File: src/rtl/bls_div_pkg.sv
// Shared types and constants for the nibble-serial restoring divider.
package bls_div_pkg;

  typedef enum logic [2:0] {
    IDLE   = 3'd0,
    SHIFT  = 3'd1,
    SUB    = 3'd2,
    DECIDE = 3'd3,
    DONE   = 3'd4
  } state_t;

  localparam int NIBBLE = 4;

  function automatic int nslice(input int width);
    return width / NIBBLE;
  endfunction

endpackage

File: src/rtl/bls4_slice.sv
// Combinational 4-bit subtract slice with borrow lookahead: Diff = X - Y - Bin.
module bls4_slice (
  input  logic [3:0] X,
  input  logic [3:0] Y,
  input  logic       Bin,
  output logic [3:0] Diff,
  output logic       Bout
);

  logic [3:0] w_p;
  logic [3:0] w_g;
  logic [4:0] w_b;

  // A bit borrows when x<y, and propagates an incoming borrow when x==y.
  assign w_p = ~(X ^ Y);
  assign w_g = ~X & Y;

  assign w_b[0] = Bin;
  assign w_b[1] = w_g[0] | (w_p[0] & Bin);
  assign w_b[2] = w_g[1] | (w_p[1] & w_g[0]) | (w_p[1] & w_p[0] & Bin);
  assign w_b[3] = w_g[2] | (w_p[2] & w_g[1]) | (w_p[2] & w_p[1] & w_g[0])
                | (w_p[2] & w_p[1] & w_p[0] & Bin);
  assign w_b[4] = w_g[3] | (w_p[3] & w_g[2]) | (w_p[3] & w_p[2] & w_g[1])
                | (w_p[3] & w_p[2] & w_p[1] & w_g[0])
                | (w_p[3] & w_p[2] & w_p[1] & w_p[0] & Bin);

  assign Diff = X ^ Y ^ w_b[3:0];
  assign Bout = w_b[4];

endmodule

File: src/rtl/bls_restoring_divider.sv
// Sequential unsigned restoring divider; one shared 4-bit slice walks the
// trial subtraction nibble by nibble with a registered borrow between nibbles.
module bls_restoring_divider
  import bls_div_pkg::*;
#(
  parameter int WIDTH = 8
) (
  input  logic             clk,
  input  logic             rst,
  input  logic             start,
  input  logic [WIDTH-1:0] dividend,
  input  logic [WIDTH-1:0] divisor,
  output logic             ready,
  output logic             done,
  output logic [WIDTH-1:0] quotient,
  output logic [WIDTH-1:0] remainder,
  output logic             div_by_zero
);

  localparam int NSLICE = nslice(WIDTH);
  localparam int NIBW   = (NSLICE > 1) ? $clog2(NSLICE) : 1;
  localparam int BCW    = $clog2(WIDTH);

  state_t           r_state, w_state_nxt;
  logic [WIDTH-1:0] r_rem, r_q, r_t, r_dreg;
  logic [WIDTH-1:0] r_quot, r_remout;
  logic             r_b, r_done, r_dbz;
  logic [NIBW-1:0]  r_nib;
  logic [BCW-1:0]   r_bitcnt;

  logic [3:0]       w_x, w_y, w_diff;
  logic             w_bout, w_last_nib, w_last_bit;
  logic [WIDTH-1:0] w_new_rem, w_new_q;

  bls4_slice u_slice (
    .X    (w_x),
    .Y    (w_y),
    .Bin  (r_b),
    .Diff (w_diff),
    .Bout (w_bout)
  );

  always_comb begin
    w_x = '0;
    w_y = '0;
    for (int unsigned i = 0; i < NSLICE; i++) begin
      if (r_nib == NIBW'(i)) begin
        w_x = r_rem[i*NIBBLE +: NIBBLE];
        w_y = r_dreg[i*NIBBLE +: NIBBLE];
      end
    end
  end

  assign w_last_nib = (r_nib == NIBW'(NSLICE - 1));
  assign w_last_bit = (r_bitcnt == BCW'(WIDTH - 1));
  // Final borrow clear means R >= D: keep the trial difference.
  assign w_new_rem  = r_b ? r_rem : r_t;
  assign w_new_q    = {r_q[WIDTH-1:1], ~r_b};

  always_ff @(posedge clk or posedge rst) begin
    if (rst) r_state <= IDLE;
    else     r_state <= w_state_nxt;
  end

  always_comb begin
    w_state_nxt = r_state;
    case (r_state)
      IDLE:    if (start) w_state_nxt = (divisor == '0) ? DONE : SHIFT;
      SHIFT:   w_state_nxt = SUB;
      SUB:     if (w_last_nib) w_state_nxt = DECIDE;
      DECIDE:  w_state_nxt = w_last_bit ? DONE : SHIFT;
      DONE:    w_state_nxt = IDLE;
      default: w_state_nxt = IDLE;
    endcase
  end

  // Result registers load on the edge entering DONE so they are valid with done.
  always_ff @(posedge clk or posedge rst) begin
    if (rst) begin
      r_rem    <= '0;
      r_q      <= '0;
      r_t      <= '0;
      r_dreg   <= '0;
      r_b      <= 1'b0;
      r_nib    <= '0;
      r_bitcnt <= '0;
      r_quot   <= '0;
      r_remout <= '0;
      r_dbz    <= 1'b0;
      r_done   <= 1'b0;
    end else begin
      r_done <= 1'b0;
      case (r_state)
        IDLE: begin
          if (start) begin
            r_q      <= dividend;
            r_dreg   <= divisor;
            r_rem    <= '0;
            r_bitcnt <= '0;
            if (divisor == '0) begin
              r_quot   <= '1;
              r_remout <= dividend;
              r_dbz    <= 1'b1;
              r_done   <= 1'b1;
            end
          end
        end
        SHIFT: begin
          r_rem <= {r_rem[WIDTH-2:0], r_q[WIDTH-1]};
          r_q   <= {r_q[WIDTH-2:0], 1'b0};
          r_nib <= '0;
          r_b   <= 1'b0;
        end
        SUB: begin
          for (int unsigned i = 0; i < NSLICE; i++) begin
            if (r_nib == NIBW'(i)) r_t[i*NIBBLE +: NIBBLE] <= w_diff;
          end
          r_b   <= w_bout;
          r_nib <= r_nib + NIBW'(1);
        end
        DECIDE: begin
          r_rem    <= w_new_rem;
          r_q      <= w_new_q;
          r_bitcnt <= r_bitcnt + BCW'(1);
          if (w_last_bit) begin
            r_quot   <= w_new_q;
            r_remout <= w_new_rem;
            r_dbz    <= 1'b0;
            r_done   <= 1'b1;
          end
        end
        default: ;
      endcase
    end
  end

  assign ready       = (r_state == IDLE);
  assign done        = r_done;
  assign quotient    = r_quot;
  assign remainder   = r_remout;
  assign div_by_zero = r_dbz;

endmodule

File: config.mk
export PLATFORM = sky130hd
export DESIGN_NAME = bls_restoring_divider
export DESIGN_NICKNAME = d
export VERILOG_FILES = /design/src/rtl/bls_div_pkg.sv /design/src/rtl/bls4_slice.sv /design/src/rtl/bls_restoring_divider.sv
export SDC_FILE = /design/constraint.sdc
export NUM_CORES = 1
export LEC_CHECK = 0
export CELL_PAD_IN_SITES_DETAIL_PLACEMENT = 1
export CELL_PAD_IN_SITES_GLOBAL_PLACEMENT = 2
export CORE_MARGIN = 2
export CORE_UTILIZATION = 43
export CTS_CLUSTER_SIZE = 30
export DETAILED_ROUTE_END_ITERATION = 10
export DONT_BUFFER_PORTS = 1
export PLACE_DENSITY_LB_ADDON = 0.15
export SETUP_SLACK_MARGIN = 0.15
export SYNTH_ARGS = -nofsm -noshare
export SYNTH_HDL_FRONTEND = slang
export SYNTH_SLANG_ARGS = --single-unit
export TNS_END_PERCENT = 100
File: constraint.sdc
create_clock -name clk -period 5 [get_ports clk]
set_input_delay 1 -clock clk [delete_from_list [all_inputs] [get_ports clk]]
set_output_delay 1 -clock clk [all_outputs]
set_load 0.03 [all_outputs]
==> qor.yml, run 1 <==
outcome:
  status: "finished, final reports clean"
grt:
  grt.total_usage_pct: 19.3
  grt_pass1_wl_um: 10600
  grt_remaining_overflow: 0
  grt_antenna_before_repair: 0
  grt_pass1_vias: 2046
  grt_max_degree: 59
logic_synthesis:
  synth_warnings: 0
  ys_seq_elements: 58
  ys_async_sr_fraction_pct: 100
  synth-main-ff-cell: "dfrtp_1"
  yosysTopAreaCell: "dfrtp_1"
  yosysSeqAreaShare_pct: 53.4
  syn-num-nets: 282
  synth_area_leaders: "dfrtp_1 53%, a21oi_1 5.5%, mux2_2 5.0%"
  synth_top_area_share_pct: 53.4
  synthDistinctLibCells: 38
  synth_edf_count: 0
  synth.cell_area_um2: 2720
  syn_inst: 256
  syn_avg_cell_area_um2: 10.6
hold_path:
  hp-start: "r_t[6]$_DFFE_PP0P_"
  min_path_cells: 2
  whs_endpoint: "r_t[6]$_DFFE_PP0P_"
  hold_class: "register to register"
critical_path:
  cp_num_buf_inv: 0
  reg2reg_from: "r_state[0]$_DFFE_PP0P_"
  startpoint: "r_state[0]$_DFFE_PP0P_"
  critPathLaunchType: "register"
  critPathMaxStageDelay_ps: 790
  worstPathRequired_ps: 4000
  r2r-end: "quotient[7]$_DFFE_PP0P_"
  end_kind: "output port"
  cp_max_fo: 11
  cp.arrival_ps: 1620
  worstSetupPathType: "register to output port"
  crit_chain: "nor3_1"
  ff2ff_setup_slack_ps: 2560
  reg2regPathDepth: 5
  slowest_stage: "nor3_1"
  path_delay_family: "simple AND/OR/NAND/NOR gates"
sta:
  clock_skew_ps: 10.0
  tightest_slew_ps: 1140
  period_minus_slack_ps: 2620
  fmax_mhz: 382
  drv_slew: 0
  rsz0062_at_grt: "false"
  fin_tns_setup_ps: 0
  fin_crit_sh_pct: 52.4
  final_hold_viol_count: 0
  setup-violations-final: 0
  max-slew-margin-rel_pct: 23.9
clock_network:
  cts_tree: "done"
  clk_pin_slew_ps: 60
  clock-root-buffer: "clkbuf_8"
  cts_setup_buffers: 0
  cts_buffer_depth: 2
  cts-buffers-inserted: 9
  htreeDepth: 3
  cts_resized: 0
  cts.hold.buffers_added: 0
  cts.sinks: 58
  clk_latency_ps: 340
detailed_routing:
  vias: 1921
  drc: 0
  ant_nets: 0
  dr.pass1.iters: 4
  wirelength_um: 6170
  viasPerCell: 5.75
  wl_per_cell_um: 18.5
  drt-initial-drc-count: 101
placement:
  hpwl_um: 4320
  placedCellCount: 318
  io_buffers: 0
  place_congestion: 0.808
  place_area_um2: 2750
final_layout:
  antenna_cells: 0
  drive_gt1_share_pct: 12.4
  syn_to_final_growth_pct: 7.36
  final_cell_mix: "58 x dfrtp_1, 30 x a21oi_1, 17 x nand2_1, 16 x nor2_1, 14 x o22ai_1"
  final_common_cell: "dfrtp_1"
  finish.instance_area_um2: 2920
  final_core_util_pct: 48.4
  nNetsFinal: 280
  layoutNonFillerInstCount: 334
  n_fill_cell: 684
floorplanning:
  fp.dieArea_um2: 6970
  coreArea_um2: 6030
  initial_core_util_pct: 45.1
  rows: 28
  die_h_um: 83.5
  ios: 38
  die_w_um: 83.5
power_and_ir_drop:
  ir_drop_v: 0.000287
  power_density_nw_per_um2: 664
  power.leakage_uw: 0.00130
job:
  cap_violations: 0
[metrics by stage]
| stage | setup WS, ps | hold slack [ps] | power [µW] |
|---|---|---|---|
| after floorplan | 2570 | 455 | 1420 |
| after global placement | 2290 | 471 | 1560 |
| after detailed placement | 2190 | 484 | 1580 |
| after CTS | 2340 | 499 | 1970 |
| after global routing | 2290 | 512 | 2110 |
| final | 2380 | 490 | 1940 |
[kinds of logic (layout without fill, tap and decap cells)]
family                     count (synthesis)  in the layout  synth area share (%)
AOI/OAI and AO/OA                         81             81                  18.5
DFF                                       58             58                  53.4
and+or+nand+nor                           54             54                  9.43
buffers and inverters                     29             32                  4.88
muxes                                     24             24                  9.39
adders and majority gates                  7              7                  3.50
xor gates and xnor gates                   3              3                 0.967
[worst max-delay path by stage]
stage                                         end  slack [ps]  depth (start not counted)
after CTS                                   ready        2340                          1
after global placement    quotient[0]$_DFFE_PP0P_        2290                          5
final                                       ready        2380                          1
after floorplan           div_by_zero$_DFFE_PP0P_        2570                          1
after global routing                        ready        2290                          1
after detailed placement  quotient[7]$_DFFE_PP0P_        2190                          5
[synth_stat cells, types with 4 or more instances]
cell type	instances
dfrtp_1	58
a221o_1	8
nand2_1	17
o22ai_1	14
nor3_1	9
inv_1	14
buf_4	4
o21ai_1	8
mux2i_1	12
buf_2	6
ha_1	6
mux2_2	12
nor2_1	16
clkbuf_1	4
o21ai_0	10
a21oi_1	30
[where the power goes]
part / switching, µW / internal [µW] / total [µW]
Clock: 190 / 190 / 380
Sequential: 206 / 632 / 838
Combinational: 392 / 329 / 721
[registers in the layout (all words and copies together), names as in the netlist, 3 cells and up]
signal     flops
r_dreg         8
r_state        3
quotient       8
r_bitcnt       3
r_q            8
r_rem          8
r_t            8
remainder      8
[final cells by class]
class,count,area [µm²],share of cell area (%)
tap,75,93.8,3.21
timing repair buffer,2,15.0,0.514
multi-input combinational,169,1130,38.9
sequential,58,1450,49.7
inverter,14,52.6,1.80
clock inverter,5,30.0,1.03
clock buffer,11,141,4.84
[worst min-delay path: stages, from the launching register on]
cell and delay (ps):
dfrtp_1 340, nand2_1 50, o21ai_1 60
[routing by layer]
layer	global-route usage, %	up-vias	share of wire (%)
li1	-	917	-
met1	24.5	948	45
met2	30.0	44	47
met3	7.22	12	6.3
met4	7.62	0	1.7
met5	0	-	0
No activity file was read; power rests on OpenSTA's default activity.
==> run 2, diff against run 1 <==
- CORE_UTILIZATION: 43 -> 36
- clock period: 5 -> 2.16 ns (I/O delays scaled with it)
==> run 2 against run 1 <==
Sequential power grew 130%; combinational power grew to 2.7 times the previous value; die area increased by 18%; register-to-register slack got worse by 2300 ps; count of clock-buffer cells in the layout is the same; non-clock buffer count grew 9; global-route usage is 2.3 points lower; sequential share of layout area is 3.0 points lower; setup slack worse by 2100 ps; clock skew shrank 0.74 ps; final area is 6.5% higher; critical path type is now register to register; critical endpoint is now r_t[3]$_DFFE_PP0P_; largest power group is now combinational logic.
==> qor.yml, run 2 (synthesis gave the netlist of run 1 again) <==
sta:
  tightest_slew_ps: 890  # was 1140 ps
  fmax_mhz: 529
  drv_slew: 0  # unchanged
  final_hold_viol_count: 0  # unchanged
  fin_tns_setup_ps: 0  # unchanged
  rsz0062_at_grt: "true"  # was false
  max-slew-margin-rel_pct: 40.2  # was 23.9%
  clock_skew_ps: 9.29  # was 10.0 ps
  setup-violations-final: 0  # unchanged
  fin_crit_sh_pct: 87.6
  period_minus_slack_ps: 1890
detailed_routing:
  vias: 1919  # was 1921
  drt-initial-drc-count: 70  # was 101
  ant_nets: 0  # unchanged
  dr.pass1.iters: 4  # unchanged
  drc: 0  # unchanged
  wirelength_um: 6360  # was 6170 µm
  wl_per_cell_um: 17.3  # was 18.5 µm
  viasPerCell: 5.23  # was 5.75
clock_network:
  cts_buffer_depth: 2  # unchanged
  cts.sinks: 58  # unchanged
  clk_pin_slew_ps: 70  # was 60 ps
  cts-buffers-inserted: 9  # unchanged
  cts_tree: "done"  # unchanged
  clock-root-buffer: "clkbuf_8"  # unchanged
  clk_latency_ps: 340  # about the same
  cts.hold.buffers_added: 0  # unchanged
  htreeDepth: 3  # unchanged
critical_path:
  critPathLaunchType: "register"  # unchanged
  worstSetupPathType: "register to register"  # was register to output port
  cp_max_fo: 7  # was 11
  worstPathRequired_ps: 2360  # was 4000 ps
  end_kind: "register"  # was output port
  startpoint: "r_nib$_DFFE_PP0P_"  # was r_state[0]$_DFFE_PP0P_
  ff2ff_setup_slack_ps: 270  # was 2560 ps
  cp.arrival_ps: 2090  # was 1620 ps
  reg2regPathDepth: 7  # was 5
  reg2reg_from: "r_nib$_DFFE_PP0P_"  # was r_state[0]$_DFFE_PP0P_
  r2r-end: "r_t[3]$_DFFE_PP0P_"  # was quotient[7]$_DFFE_PP0P_
final_layout:
  drive_gt1_share_pct: 17.9  # was 12.4%
  final_cell_mix: "57 x dfrtp_1, 29 x a21oi_1, 17 x nand2_1, 16 x nor2_1, 14 x o22ai_1"  # was 58 x dfrtp_1, 30 x a21oi_1, 17 x nand2_1, 16 x nor2_1, 14 x o22ai_1
  finish.instance_area_um2: 3110  # was 2920 µm²
  nNetsFinal: 289  # was 280
  final_common_cell: "dfrtp_1"  # unchanged
  syn_to_final_growth_pct: 14.3  # was 7.36%
  antenna_cells: 0  # unchanged
placement:
  hpwl_um: 4620  # was 4320 µm
  io_buffers: 0  # unchanged
  place_area_um2: 2860  # was 2750 µm²
  place_congestion: 0.736  # was 0.808
power_and_ir_drop:
  ir_drop_v: 0.000690  # was 0.000287 V
  power.leakage_uw: 0.00138  # was 0.00130 µW
  power_density_nw_per_um2: 1580  # was 664 nW/µm²
floorplanning:
  initial_core_util_pct: 37.3  # was 45.1%
  die_w_um: 90.9  # was 83.5 µm
  coreArea_um2: 7290  # was 6030 µm²
  fp.dieArea_um2: 8260  # was 6970 µm²
  rows: 31  # was 28
  die_h_um: 90.9  # was 83.5 µm
  ios: 38  # unchanged
grt:
  grt_max_degree: 34  # was 59
  grt_antenna_before_repair: 0  # unchanged
  grt.total_usage_pct: 17.0  # was 19.3%
  grt_pass1_wl_um: 11000  # was 10600 µm
  grt_pass1_vias: 2101  # was 2046
  grt_remaining_overflow: 0  # unchanged
outcome:
  status: "finished, final reports clean"  # unchanged
job:
  cap_violations: 0  # unchanged
hold_path:
  hold_class: "input port to async pin"  # was register to register
==> run 2: changes by cell type in the layout (fill, tap and decap cells not counted), sizes merged <==
| cell | change |
|---|---|
| bufinv | +1 |
| buf | +9 |
| clkinvlp | -1 |
==> run 2: worst max path at each step <==
stage | endpoint | cells after the start
final | r_t[3]$_DFFE_PP0P_ | 7
after global routing | r_t[3]$_DFFE_PP0P_ | 7
after CTS | r_t[3]$_DFFE_PP0P_ | 6
after detailed placement | r_t[3]$_DFFE_PP0P_ | 6
after global placement | r_t[3]$_DFFE_PP0P_ | 6
after floorplan | r_t[3]$_DFFE_PP0P_ | 7
==> run 2: timing repair <==
item | 4_1_cts | 5_1_grt
pin swaps | 0 | 2
setup endpoints to repair | 5 | 5
resized for setup | 1 | 7
setup buffers | 0 | 2
==> run 2: area by class of cell <==
type,count,area [µm²]
fillers,825,4180
flip-flops and latches,58,1450
multi-input cells,169,1170
clock buffers,11,151
well taps,99,124
repair buffers,11,108
clock inverters,5,52.6
inverters,14,52.6
==> run 2: critical path: stages, from the launching register on <==
cell and delay (ps):
dfrtp_2 470, buf_4 160, mux2i_2 300, ha_4 260, o21ai_1 150, o21bai_1 120, xor2_1 200, a21oi_1 90
==> run 2: report_power, final <==
part / total (µW) / switching (µW) / internal (µW)
combinational: 1950 / 1010 / 937
sequential: 1930 / 468 / 1470
clock: 1030 / 441 / 589
==> run 2: stage by stage <==
step                      hold WS [ps]  total power, µW  util, %  instances  worst slack, ps
after CTS                         61.4             4850     42.0        365              167
after global routing              85.9             5320     42.6        367              145
after floorplan                    455             3280        -        256              177
final                             48.3             4910     42.6        367              268
after global placement             425             3740     39.2        349              140
after detailed placement           436             3790     39.2        349             74.2
==> run 2: metal layers <==
metal / global-route usage, % / up-vias / part of all wire [%]
met4: 6.57 / 0 / 1.8
met5: 0 / - / 0
met1: 22.2 / 936 / 47
li1: - / 935 / -
met2: 26.1 / 38 / 46
met3: 5.84 / 10 / 5.0
==> run 3, diff against run 2 <==
- CORE_MARGIN: 2 -> not set
- CORE_UTILIZATION: 36 -> 43
- clock period: 2.16 -> 2.4 ns (I/O delays scaled with it)
==> run 3 against run 2 <==
Register-to-register slack improved by 170 ps; first-iteration DRC count rose by 56%; global-route usage rose by 5.3 points; flip-flop and latch count did not move; routed wire length rose by 2.3%; clock skew fell by 4.8 ps; highest routed layer unchanged; final cell count fell by 7.4%.
==> qor.yml, run 3 (synthesis gave the netlist of run 1 again) <==
final_layout:
  syn_to_final_growth_pct: 10.3  # was 14.3%
  final_core_util_pct: 49.8  # was 42.6%
  layoutNonFillerInstCount: 340  # was 367
  finish.instance_area_um2: 3000  # was 3110 µm²
  drive_gt1_share_pct: 14.0  # was 17.9%
  nNetsFinal: 287  # was 289
  final_cell_mix: "58 x dfrtp_1, 30 x a21oi_1, 17 x nand2_1, 16 x nor2_1, 14 x o22ai_1"  # was 57 x dfrtp_1, 29 x a21oi_1, 17 x nand2_1, 16 x nor2_1, 14 x o22ai_1
  antenna_cells: 0  # unchanged
  final_common_cell: "dfrtp_1"  # unchanged
critical_path:
  cp.arrival_ps: 2170  # was 2090 ps
  critPathLaunchType: "register"  # unchanged
  end_kind: "register"  # unchanged
  startpoint: "r_nib$_DFFE_PP0P_"  # unchanged
  worstSetupPathType: "register to register"  # unchanged
  reg2reg_from: "r_nib$_DFFE_PP0P_"  # unchanged
  cp_max_fo: 6  # was 7
  worstPathRequired_ps: 2610  # was 2360 ps
hold_path:
  hold_class: "input port to async pin"  # unchanged
clock_network:
  cts-buffers-inserted: 9  # unchanged
  cts.sinks: 58  # unchanged
  htreeDepth: 3  # unchanged
  cts_buffer_depth: 2  # unchanged
  cts.hold.buffers_added: 0  # unchanged
  clock-root-buffer: "clkbuf_8"  # unchanged
  cts_setup_buffers: 0  # unchanged
  clk_latency_ps: 340  # about the same
  cts_tree: "done"  # unchanged
  cts_resized: 0  # was 1
  clk_pin_slew_ps: 60  # was 70 ps
power_and_ir_drop:
  power.leakage_uw: 0.00135  # was 0.00138 µW
  p_total_uw: 4240  # was 4910 µW
  power_density_nw_per_um2: 1410  # was 1580 nW/µm²
  ir_drop_v: 0.000721  # was 0.000690 V
sta:
  clock_skew_ps: 4.54  # was 9.29 ps
  max-slew-margin-rel_pct: 51.0  # was 40.2%
  fin_tns_setup_ps: 0  # unchanged
  tightest_slew_ps: 733  # was 890 ps
  fin_crit_sh_pct: 81.7  # was 87.6%
  period_minus_slack_ps: 1960  # was 1890 ps
  setup-violations-final: 0  # unchanged
  fmax_mhz: 510  # was 529 MHz
  rsz0062_at_grt: "false"  # was true
  final_hold_viol_count: 0  # unchanged
  drv_slew: 0  # unchanged
grt:
  grt_max_degree: 34  # unchanged
  grt_antenna_before_repair: 0  # unchanged
  grt_pass1_vias: 2010  # was 2101
  grt.total_usage_pct: 22.4  # was 17.0%
  grt_pass1_wl_um: 10600  # was 11000 µm
  grt_remaining_overflow: 0  # unchanged
detailed_routing:
  dr.pass1.iters: 4  # unchanged
  drc: 0  # unchanged
  vias: 1970  # was 1919
  wirelength_um: 6510  # was 6360 µm
  wl_per_cell_um: 19.1  # was 17.3 µm
  viasPerCell: 5.79  # was 5.23
  ant_nets: 0  # unchanged
  drt-initial-drc-count: 109  # was 70
floorplanning:
  rows: 28  # was 31
  initial_core_util_pct: 45.1  # was 37.3%
  ios: 38  # unchanged
  die_w_um: 81.5  # was 90.9 µm
  coreArea_um2: 6030  # was 7290 µm²
  fp.dieArea_um2: 6640  # was 8260 µm²
  die_h_um: 81.5  # was 90.9 µm
placement:
  io_buffers: 0  # unchanged
  placedCellCount: 325  # was 349
  place_congestion: 0.841  # was 0.736
  hpwl_um: 4660  # was 4620 µm
  place_area_um2: 2810  # was 2860 µm²
job:
  cap_violations: 0  # unchanged
outcome:
  status: "finished, final reports clean"  # unchanged
[run 3: metrics by stage]
stage          worst slack [ps]  hold WS, ps
5_1_grt                     190          149
6_report                    439         97.6
3_3_place_gp                484          469
4_1_cts                     436          111
3_5_place_dp                446          480
2_1_floorplan               243          455
[run 3: cell type report]
cell class	instances	area (µm²)
fill	668	3030
inverter	14	52.6
tap	75	93.8
clock inverter	3	40.0
timing repair buffer	9	80.1
clock buffer	12	145
sequential	58	1450
multi-input combinational	169	1130
[run 3: worst paths after layout]
path,to,slack (ps),cells after the start
max,r_t[3]$_DFFE_PP0P_,440,6
min,quotient[5]$_DFFE_PP0P_,100,1
max reg2reg,r_t[3]$_DFFE_PP0P_,440,6
min reg2reg,r_t[4]$_DFFE_PP0P_,490,2
max in group asynchronous,r_t[7]$_DFFE_PP0P_,1710,2
min in group clk,r_dreg[7]$_DFFE_PP0P_,280,1
[run 3: layer usage]
metal | share of wire [%] | global-route usage (%)
met1 | 47 | 29.6
met2 | 45 | 33.0
met3 | 5.6 | 7.00
met4 | 2.1 | 10.7
met5 | 0 | 0
[run 3: worst max-delay path, cell delays in order (launching register included)]
cell      delay (ps)
dfrtp_1          460
mux2_2           400
ha_1             300
a211oi_1         250
o21bai_1         140
xor2_1           190
a21oi_1           90
[run 3: power breakdown]
group          internal [µW]  switching, µW
registers               1320            418
logic                    757            871
clock network            499            378
